===== src/rtl/seq_add32_unit.sv =====
// Multi-cycle add/subtract unit: one 16-bit carry-lookahead adder is reused over
// WIDTH/16 slices, least significant slice first, with the carry registered between slices.

module CLA_16bit (
  input  logic [15:0] a,
  input  logic [15:0] b,
  input  logic        c_in,
  output logic [15:0] sum,
  output logic        c_out
);

  logic [15:0] g, p, c;
  logic [3:0]  gg, gp;
  logic [4:0]  cg;

  // Two-level lookahead: 4-bit groups produce G/P, group carries are fully expanded.
  always_comb begin
    g  = a & b;
    p  = a ^ b;
    gg = '0;
    gp = '0;
    c  = '0;
    for (int k = 0; k < 4; k++) begin
      gg[k] = g[4*k+3] | (p[4*k+3] & g[4*k+2]) | (p[4*k+3] & p[4*k+2] & g[4*k+1])
            | (p[4*k+3] & p[4*k+2] & p[4*k+1] & g[4*k]);
      gp[k] = &p[4*k +: 4];
    end
    cg[0] = c_in;
    cg[1] = gg[0] | (gp[0] & c_in);
    cg[2] = gg[1] | (gp[1] & gg[0]) | (gp[1] & gp[0] & c_in);
    cg[3] = gg[2] | (gp[2] & gg[1]) | (gp[2] & gp[1] & gg[0]) | (gp[2] & gp[1] & gp[0] & c_in);
    cg[4] = gg[3] | (gp[3] & gg[2]) | (gp[3] & gp[2] & gg[1]) | (gp[3] & gp[2] & gp[1] & gg[0])
          | (gp[3] & gp[2] & gp[1] & gp[0] & c_in);
    for (int k = 0; k < 4; k++) begin
      c[4*k] = cg[k];
      for (int j = 0; j < 3; j++) begin
        c[4*k+j+1] = g[4*k+j] | (p[4*k+j] & c[4*k+j]);
      end
    end
    sum   = p ^ c;
    c_out = cg[4];
  end

endmodule

module seq_add32_unit #(
  parameter int WIDTH = 32
) (
  input  logic             clk,
  input  logic             rst,
  input  logic             in_valid,
  output logic             in_ready,
  input  logic [WIDTH-1:0] a,
  input  logic [WIDTH-1:0] b,
  input  logic             sub,
  output logic             out_valid,
  input  logic             out_ready,
  output logic [WIDTH-1:0] result,
  output logic             carry,
  output logic             overflow,
  output logic             zero
);

  localparam int NSLICE = WIDTH / 16;
  localparam int IDX_W  = (NSLICE > 1) ? $clog2(NSLICE) : 1;
  localparam logic [IDX_W-1:0] LAST_IDX = IDX_W'(NSLICE - 1);

  localparam logic [1:0] ST_IDLE = 2'd0;
  localparam logic [1:0] ST_RUN  = 2'd1;
  localparam logic [1:0] ST_DONE = 2'd2;

  logic [1:0]       state;
  logic [WIDTH-1:0] op_a, op_b;
  logic             cin;
  logic [IDX_W-1:0] idx;

  logic [15:0]      slice_a, slice_b, cla_sum;
  logic             cla_cout;
  logic [WIDTH-1:0] result_next;

  assign in_ready  = (state == ST_IDLE);
  assign out_valid = (state == ST_DONE);

  // Select the active slice and splice its sum into the running result.
  always_comb begin
    slice_a     = '0;
    slice_b     = '0;
    result_next = result;
    for (int s = 0; s < NSLICE; s++) begin
      if (idx == IDX_W'(s)) begin
        slice_a               = op_a[s*16 +: 16];
        slice_b               = op_b[s*16 +: 16];
        result_next[s*16 +: 16] = cla_sum;
      end
    end
  end

  CLA_16bit u_cla (
    .a     (slice_a),
    .b     (slice_b),
    .c_in  (cin),
    .sum   (cla_sum),
    .c_out (cla_cout)
  );

  // B is stored pre-inverted for subtraction, so flags see the effective operands.
  always_ff @(posedge clk) begin
    if (rst) begin
      state    <= ST_IDLE;
      op_a     <= '0;
      op_b     <= '0;
      cin      <= 1'b0;
      idx      <= '0;
      result   <= '0;
      carry    <= 1'b0;
      overflow <= 1'b0;
      zero     <= 1'b0;
    end else begin
      case (state)
        ST_IDLE: begin
          if (in_valid) begin
            op_a  <= a;
            op_b  <= sub ? ~b : b;
            cin   <= sub;
            idx   <= '0;
            state <= ST_RUN;
          end
        end
        ST_RUN: begin
          result <= result_next;
          cin    <= cla_cout;
          idx    <= idx + IDX_W'(1);
          if (idx == LAST_IDX) begin
            carry    <= cla_cout;
            overflow <= (op_a[WIDTH-1] == op_b[WIDTH-1]) && (cla_sum[15] != op_a[WIDTH-1]);
            zero     <= (result_next == '0);
            state    <= ST_DONE;
          end
        end
        ST_DONE: begin
          if (out_ready) state <= ST_IDLE;
        end
        default: state <= ST_IDLE;
      endcase
    end
  end

endmodule


===== config.mk =====
export PLATFORM = sky130hd
export DESIGN_NAME = seq_add32_unit
export DESIGN_NICKNAME = d
export VERILOG_FILES = /design/src/rtl/seq_add32_unit.sv
export SDC_FILE = /design/constraint.sdc
export NUM_CORES = 1
export LEC_CHECK = 0
export CAP_MARGIN = 20
export CELL_PAD_IN_SITES_DETAIL_PLACEMENT = 1
export CELL_PAD_IN_SITES_GLOBAL_PLACEMENT = 2
export CORE_UTILIZATION = 33
export CTS_CLUSTER_DIAMETER = 80
export DETAILED_ROUTE_END_ITERATION = 10
export HOLD_SLACK_MARGIN = 0.12
export PLACE_DENSITY = 0.95
export SLEW_MARGIN = 20
export SYNTH_ARGS = -nofsm -noshare
export SYNTH_HDL_FRONTEND = slang
export SYNTH_SLANG_ARGS = --single-unit

===== constraint.sdc =====
create_clock -name clk -period 11.7 [get_ports clk]
set_input_delay 1.755 -clock clk [delete_from_list [all_inputs] [get_ports clk]]
set_output_delay 1.755 -clock clk [all_outputs]
set_load 0.01 [all_outputs]

==> results of run 1 <==
[worst register-to-register path, stage by stage (launching register included)]
cell      delay (ns)
dfxtp_1         0.99
buf_4           0.44
mux2i_1         0.36
inv_1           0.09
ha_1            0.34
a21o_1          0.17
a221oi_1        0.36
nor2_1          0.11
or2_2           0.32
fa_1            0.46
fa_1            0.48
fa_1            0.55
nor4_1          0.29
nand2_1         0.08
o41ai_1         0.34
nand4_1         0.14
nand2_1         0.09
[kinds of logic after synthesis]
group                    Yosys count
multiplexers                      32
adder cells (fa/ha/maj)           28
AND/OR/NAND/NOR                  205
AO/OA/AOI/OAI                    120
flip-flops                       103
buffers and inverters             50
XOR/XNOR                          36
[area by class of cell]
class | count | area [sq um] | area share
sequential | 103 | 2060 | 0.321
tap | 184 | 230 | 0.0359
multi-input combinational | 421 | 2710 | 0.422
clock inverter | 6 | 67.6 | 0.0105
timing repair buffer | 109 | 1070 | 0.167
clock buffer | 10 | 239 | 0.0372
inverter | 10 | 37.5 | 0.00585
[worst min path at each step]
| stage | start | endpoint | cells after the start | slack (ns) |
|---|---|---|---|---|
| 2_1_floorplan | op_a[16] | op_a[16] | 2 | 0.43 |
| 3_3_place_gp | op_a[28] | op_a[28] | 2 | 0.45 |
| 3_5_place_dp | op_a[12] | op_a[12] | 2 | 0.46 |
| 4_1_cts | op_a[12] | op_a[12] | 2 | 0.47 |
| 5_1_grt | op_a[6] | op_a[6] | 2 | 0.48 |
| 6_report | op_a[12] | op_a[12] | 2 | 0.47 |
[layout by cell type, fill, tap and decap left out, types with 10 or more instances in the layout]
cell type        synthesis  routed
a21oi_1                 67      67
mux2_2                  26      26
nand2_1                122     122
xnor2_1                 36      36
a211oi_1                38      38
inv_1                   10      10
nor2_1                  54      54
dfxtp_1                103     103
ha_1                    16      16
clkdlybuf4s50_1          0     103
fa_1                    12      12
[sequential cells by signal (all words and copies together) (netlist names)]
signal	flops
op_b	32
result	32
op_a	32
zero	1
overflow	1
idx	1
state	2
carry	1
cin	1
[power by group]
group / leakage [nW] / switching (mW) / internal (mW)
registers: 0.845 / 0.0206 / 0.376
logic: 1.40 / 0.108 / 0.0926
clock network: 0.145 / 0.135 / 0.173
[stage by stage]
stage	utilization	power, mW	std cells	instance area (sq um)	hold slack, ns
after floorplan	-	0.522	574	5020	0.433
after global placement	0.416	0.598	827	6110	0.447
after detailed placement	0.416	0.606	827	6110	0.456
after CTS	0.437	0.915	843	6420	0.467
after global routing	0.437	0.947	843	6420	0.483
final	0.437	0.906	843	6420	0.466
[per-layer routing]
layer  share of wire  vias to the layer above  track usage  wire (um)
met1            0.42                     2014        0.211       5920
met2            0.53                      101        0.350       7490
li1                -                     2108            -          -
met5               0                        -            0          0
met3           0.037                       20       0.0342        526
met4           0.018                        0       0.0560        253
[cells in the mapped netlist, types with 3 or more instances]
cell | n | share of area
nand2_1 | 122 | 0.091
dfxtp_1 | 103 | 0.41
a21oi_1 | 67 | 0.067
nor2_1 | 54 | 0.040
a211oi_1 | 38 | 0.057
xnor2_1 | 36 | 0.063
mux2_2 | 26 | 0.058
buf_2 | 21 | 0.021
ha_1 | 16 | 0.040
clkbuf_1 | 12 | 0.0090
fa_1 | 12 | 0.048
inv_1 | 10 | 0.0075
mux2i_1 | 6 | 0.012
nand3_1 | 4 | 0.0040
a211oi_2 | 3 | 0.0075
nand2b_1 | 3 | 0.0037
nand4_1 | 3 | 0.0037
nor3_1 | 3 | 0.0030
==> results.tsv, run 1 <==
metric	value	unit
status	finished with violations	
failing checks	design-rule violations	
multiplexer share of the synthesized area	0.0702	
GRT Residual Overflow	0	
final setup TNS	0	ns
Setup crit end	zero	
relative slew slack	0.269	
leakage power	2.39	nW
Syn. warnings	0	
Post-Synth Adder-Cell Area	0.0876	
fillers	1733	
RSZ-0062 raised after global routing	false	
first-pass GRT wire length	23.0	mm
Die X	125	um
fin crit share	0.483	
Max Freq	0.177	GHz
Worst Path Arrival	5.94	ns
worst-margin pin slew	1.10	ns
critical path depth in cells	16	
clk sinks	103	
Routed wire per std cell	16.8	um
Synth cell types	44	
CP most frequent cell	fa_1	
site row count	44	
largest net degree at the start of global routing	106	
final worst slack	6.04	ns
Mapped Avg Cell Area	8.75	sq um
final hold vios	0	
area of the mapped netlist	0.00502	sq mm
Clock Tree Root	clkbuf_16	
EDFF count, synth	0	
Min Clock Period, post-route	5.66	ns
prevailing post-synth register cell	dfxtp_1	
CP endpoint kind	register	
clock skew	0.00582	ns
H-tree Lvls	3	
CTS Buf Count	9	
RePlAce Congestion	0.819	
Async SR Flop Fraction	0	
data required time at the worst endpoint	11.99	ns
reg2reg end	zero	
setup bufs post-CTS	0	
TritonCTS clock tree	done	
area grow syn2layout	27.7	%
Total GRT Usage	0.186	
initial antenna violation count	0	
xor-xnor portion of the synthesized cell area	0.0627	
Reg2Reg Launch Point	idx	
post_cts resized	0	
number of global-route vias before repair	4572	
Hold Path Class	register to register	
Reg2Reg Setup Slack	6.04	ns
share of layout cells above drive strength 1	0.0880	
slowest stage delay, CP	0.99	ns
CP top delay family	adder cells	
final setup fails	0	
startpoint types	register	
Post-Route WL	14.2	mm
CTS clk-pin slew, worst paths	0.07	ns
Post-Syn Nets	671	
Die Area	0.0157	sq mm
Antenna Cells	0	
clk buf depth	2	
I/O Pins	106	
CP startpoint	idx	
DRC viols	9	
# hold bufs at CTS	0	
DRT iter0 DRCs	256	
WS Path Type	register to register	
#FFs+latches synth	103	
DP Wirelength	10.8	mm
PwrDens	141	mW/mm^2
Detailed Routing Iterations Pass 1	10	
vias per cell	5.03	
pre-CTS setup slack	6.06	ns
post-synthesis compound-gate area fraction	0.148	
Crit Path Max Fanout	22	
Slew Viols, Final	0	
DR vias	4243	
clk_lat worst skew	0.34	ns
# nets final	751	
Worst IR Drop VDD	0.0700	mV
Syn Inst Count	574	
PortBufs	105	
Max-Cap Viols	0	
Simple-Gate Fraction of Synth Area	0.171	
post-synthesis sequential area ratio	0.410	
critical path, cell by cell	buf_4 -> mux2i_1 -> inv_1 -> ha_1 -> a21o_1 -> a221oi_1 -> nor2_1 -> or2_2 -> fa_1 -> fa_1 -> fa_1 -> nor4_1 -> nand2_1 -> o41ai_1 -> nand4_1 -> nand2_1	
Core ar.	0.0147	sq mm
slowest CP cell	dfxtp_1	
starting density of the core	0.342	
Bufs and invs on worst path	2	
Die Ht	125	um
largest family of logic cells by synthesized area	simple AND/OR/NAND/NOR gates	
worst reg2reg path depth	16	
Routed Antenna Nets	0	
No activity file was read; power rests on OpenSTA's default activity.
==> run 2: changes to the inputs <==
- CORE_UTILIZATION: 33 -> 30
- PLACE_DENSITY: 0.95 -> 0.91
- clock period: 11.7 -> 5.53 ns (I/O delays scaled with it)
==> results.tsv, run 2 (synthesis results as in run 1) <==
metric	value	unit
I/O Pins	106	
TritonCTS clock tree	done	
Die Ht	131	um
WHS Path Cells	2	
worst reg2reg path depth	15	
Post-Route WL	14.1	mm
fin crit share	0.917	
placed cells	865	
Min Clock Period, post-route	5.07	ns
Clock Tree Root	clkbuf_16	
RSZ-0062 raised after global routing	false	
# nets final	757	
share of layout cells above drive strength 1	0.0919	
CTS clk-pin slew, worst paths	0.07	ns
hold path start	op_a[25]	
Die Area	0.0173	sq mm
DRC viols	0	
number of global-route vias before repair	4537	
first-pass GRT wire length	22.8	mm
Routed wire per std cell	16.0	um
Worst IR Drop VDD	0.148	mV
worst-margin pin slew	1.03	ns
Detailed Routing Iterations Pass 1	4	
DP Wirelength	10.9	mm
final hold vios	0	
data required time at the worst endpoint	5.82	ns
Worst Hold Endpoint	op_a[25]	
CP startpoint	idx	
relative slew slack	0.313	
area grow syn2layout	28.9	%
Max-Cap Viols	0	
fin cells	880	
largest net degree at the start of global routing	98	
initial antenna violation count	0	
final setup fails	0	
Die X	131	um
post_cts resized	0	
vias per cell	4.81	
status	finished clean	
setup bufs post-CTS	0	
Max Freq	0.197	GHz
reg2reg end	zero	
CP endpoint kind	register	
PwrDens	291	mW/mm^2
Reg2Reg Launch Point	idx	
Total GRT Usage	0.167	
clk_lat worst skew	0.35	ns
Crit Path Max Fanout	14	
Register Area	0.00206	sq mm
Routed Antenna Nets	0	
Antenna Cells	0	
Hold Path Class	register to register	
Worst Path Arrival	5.36	ns
Reg2Reg Setup Slack	0.46	ns
top flop regs	op_a x32, op_b x32, result x32	
most common cell after layout, fill and taps aside	nand2_1	
clk buf depth	2	
leakage power	2.41	nW
site row count	46	
multi-input logic area	0.00271	sq mm
Slew Viols, Final	0	
clk sinks	103	
GRT Residual Overflow	0	
final setup TNS	0	ns
RePlAce Congestion	0.870	
startpoint types	register	
DR vias	4233	
Core ar.	0.0161	sq mm
clock skew	0.00809	ns
# hold bufs at CTS	0	
CTS Buf Count	9	
starting density of the core	0.312	
DRT iter0 DRCs	153	
PortBufs	105	
H-tree Lvls	3	
fillers	1880	
WS Path Type	register to register	
commonest cells after routing, fill and taps aside	nand2_1, dfxtp_1, clkdlybuf4s50_1	
## run 2: cell count changes in the layout (fill, tap and decap cells not counted)
| cell | before | now |
|---|---|---|
| clkbuf_1 | 0 | 2 |
| clkbuf_8 | 1 | 0 |
| inv_6 | 2 | 0 |
| clkinvlp_4 | 2 | 1 |
| buf_4 | 4 | 10 |
| clkinv_2 | 1 | 2 |
## run 2: final cells by class
type | instances | area share
timing repair buffer | 115 | 0.172
clock inverter | 4 | 0.00734
sequential | 103 | 0.318
inverter | 10 | 0.00580
clock buffer | 11 | 0.0359
tap | 216 | 0.0417
multi-input combinational | 421 | 0.418
## run 2: worst max-delay path by stage
stage                 to  slack [ns]  cells after the start
floorplan           zero        0.97                     17
global placement    zero        0.64                     15
detailed placement  zero        0.50                     15
CTS                 zero        0.46                     15
global route        zero        0.02                     15
finish              zero        0.46                     15
## run 2: report_power, final
| group | switching [mW] | total [mW] | leakage (nW) | internal (mW) |
|---|---|---|---|---|
| Sequential | 0.0409 | 0.837 | 0.845 | 0.797 |
| Clock | 0.271 | 0.619 | 0.135 | 0.347 |
| Combinational | 0.231 | 0.431 | 1.43 | 0.199 |
## run 2: layer usage
metal,up-vias,wire length (um),global-route usage
li1,2110,-,-
met1,2013,5820,0.182
met2,87,7450,0.318
met3,23,570,0.0370
met4,0,250,0.0465
met5,-,0,0
## run 2: stage by stage
stage	hold slack [ns]	area, sq um	setup slack, ns	power (mW)	util
global route	0.485	6480	0.0200	1.97	0.402
detailed placement	0.448	6200	0.498	1.29	0.384
finish	0.458	6480	0.458	1.89	0.402
global placement	0.443	6200	0.640	1.27	0.384
floorplan	0.433	5020	0.968	1.11	-
CTS	0.459	6480	0.455	1.90	0.402
## run 2: worst max-delay path, stage by stage, from the launching register on
cell and delay [ns]:
dfxtp_1 0.72, buf_4 0.24, mux2_2 0.36, ha_1 0.32, a21o_1 0.17, a221oi_1 0.36, nor2_1 0.11, or2_2 0.32
fa_1 0.45, fa_1 0.47, fa_1 0.54, nor4_1 0.31, nand2_1 0.09, o41ai_1 0.31, nand4_1 0.13, nand2_1 0.10
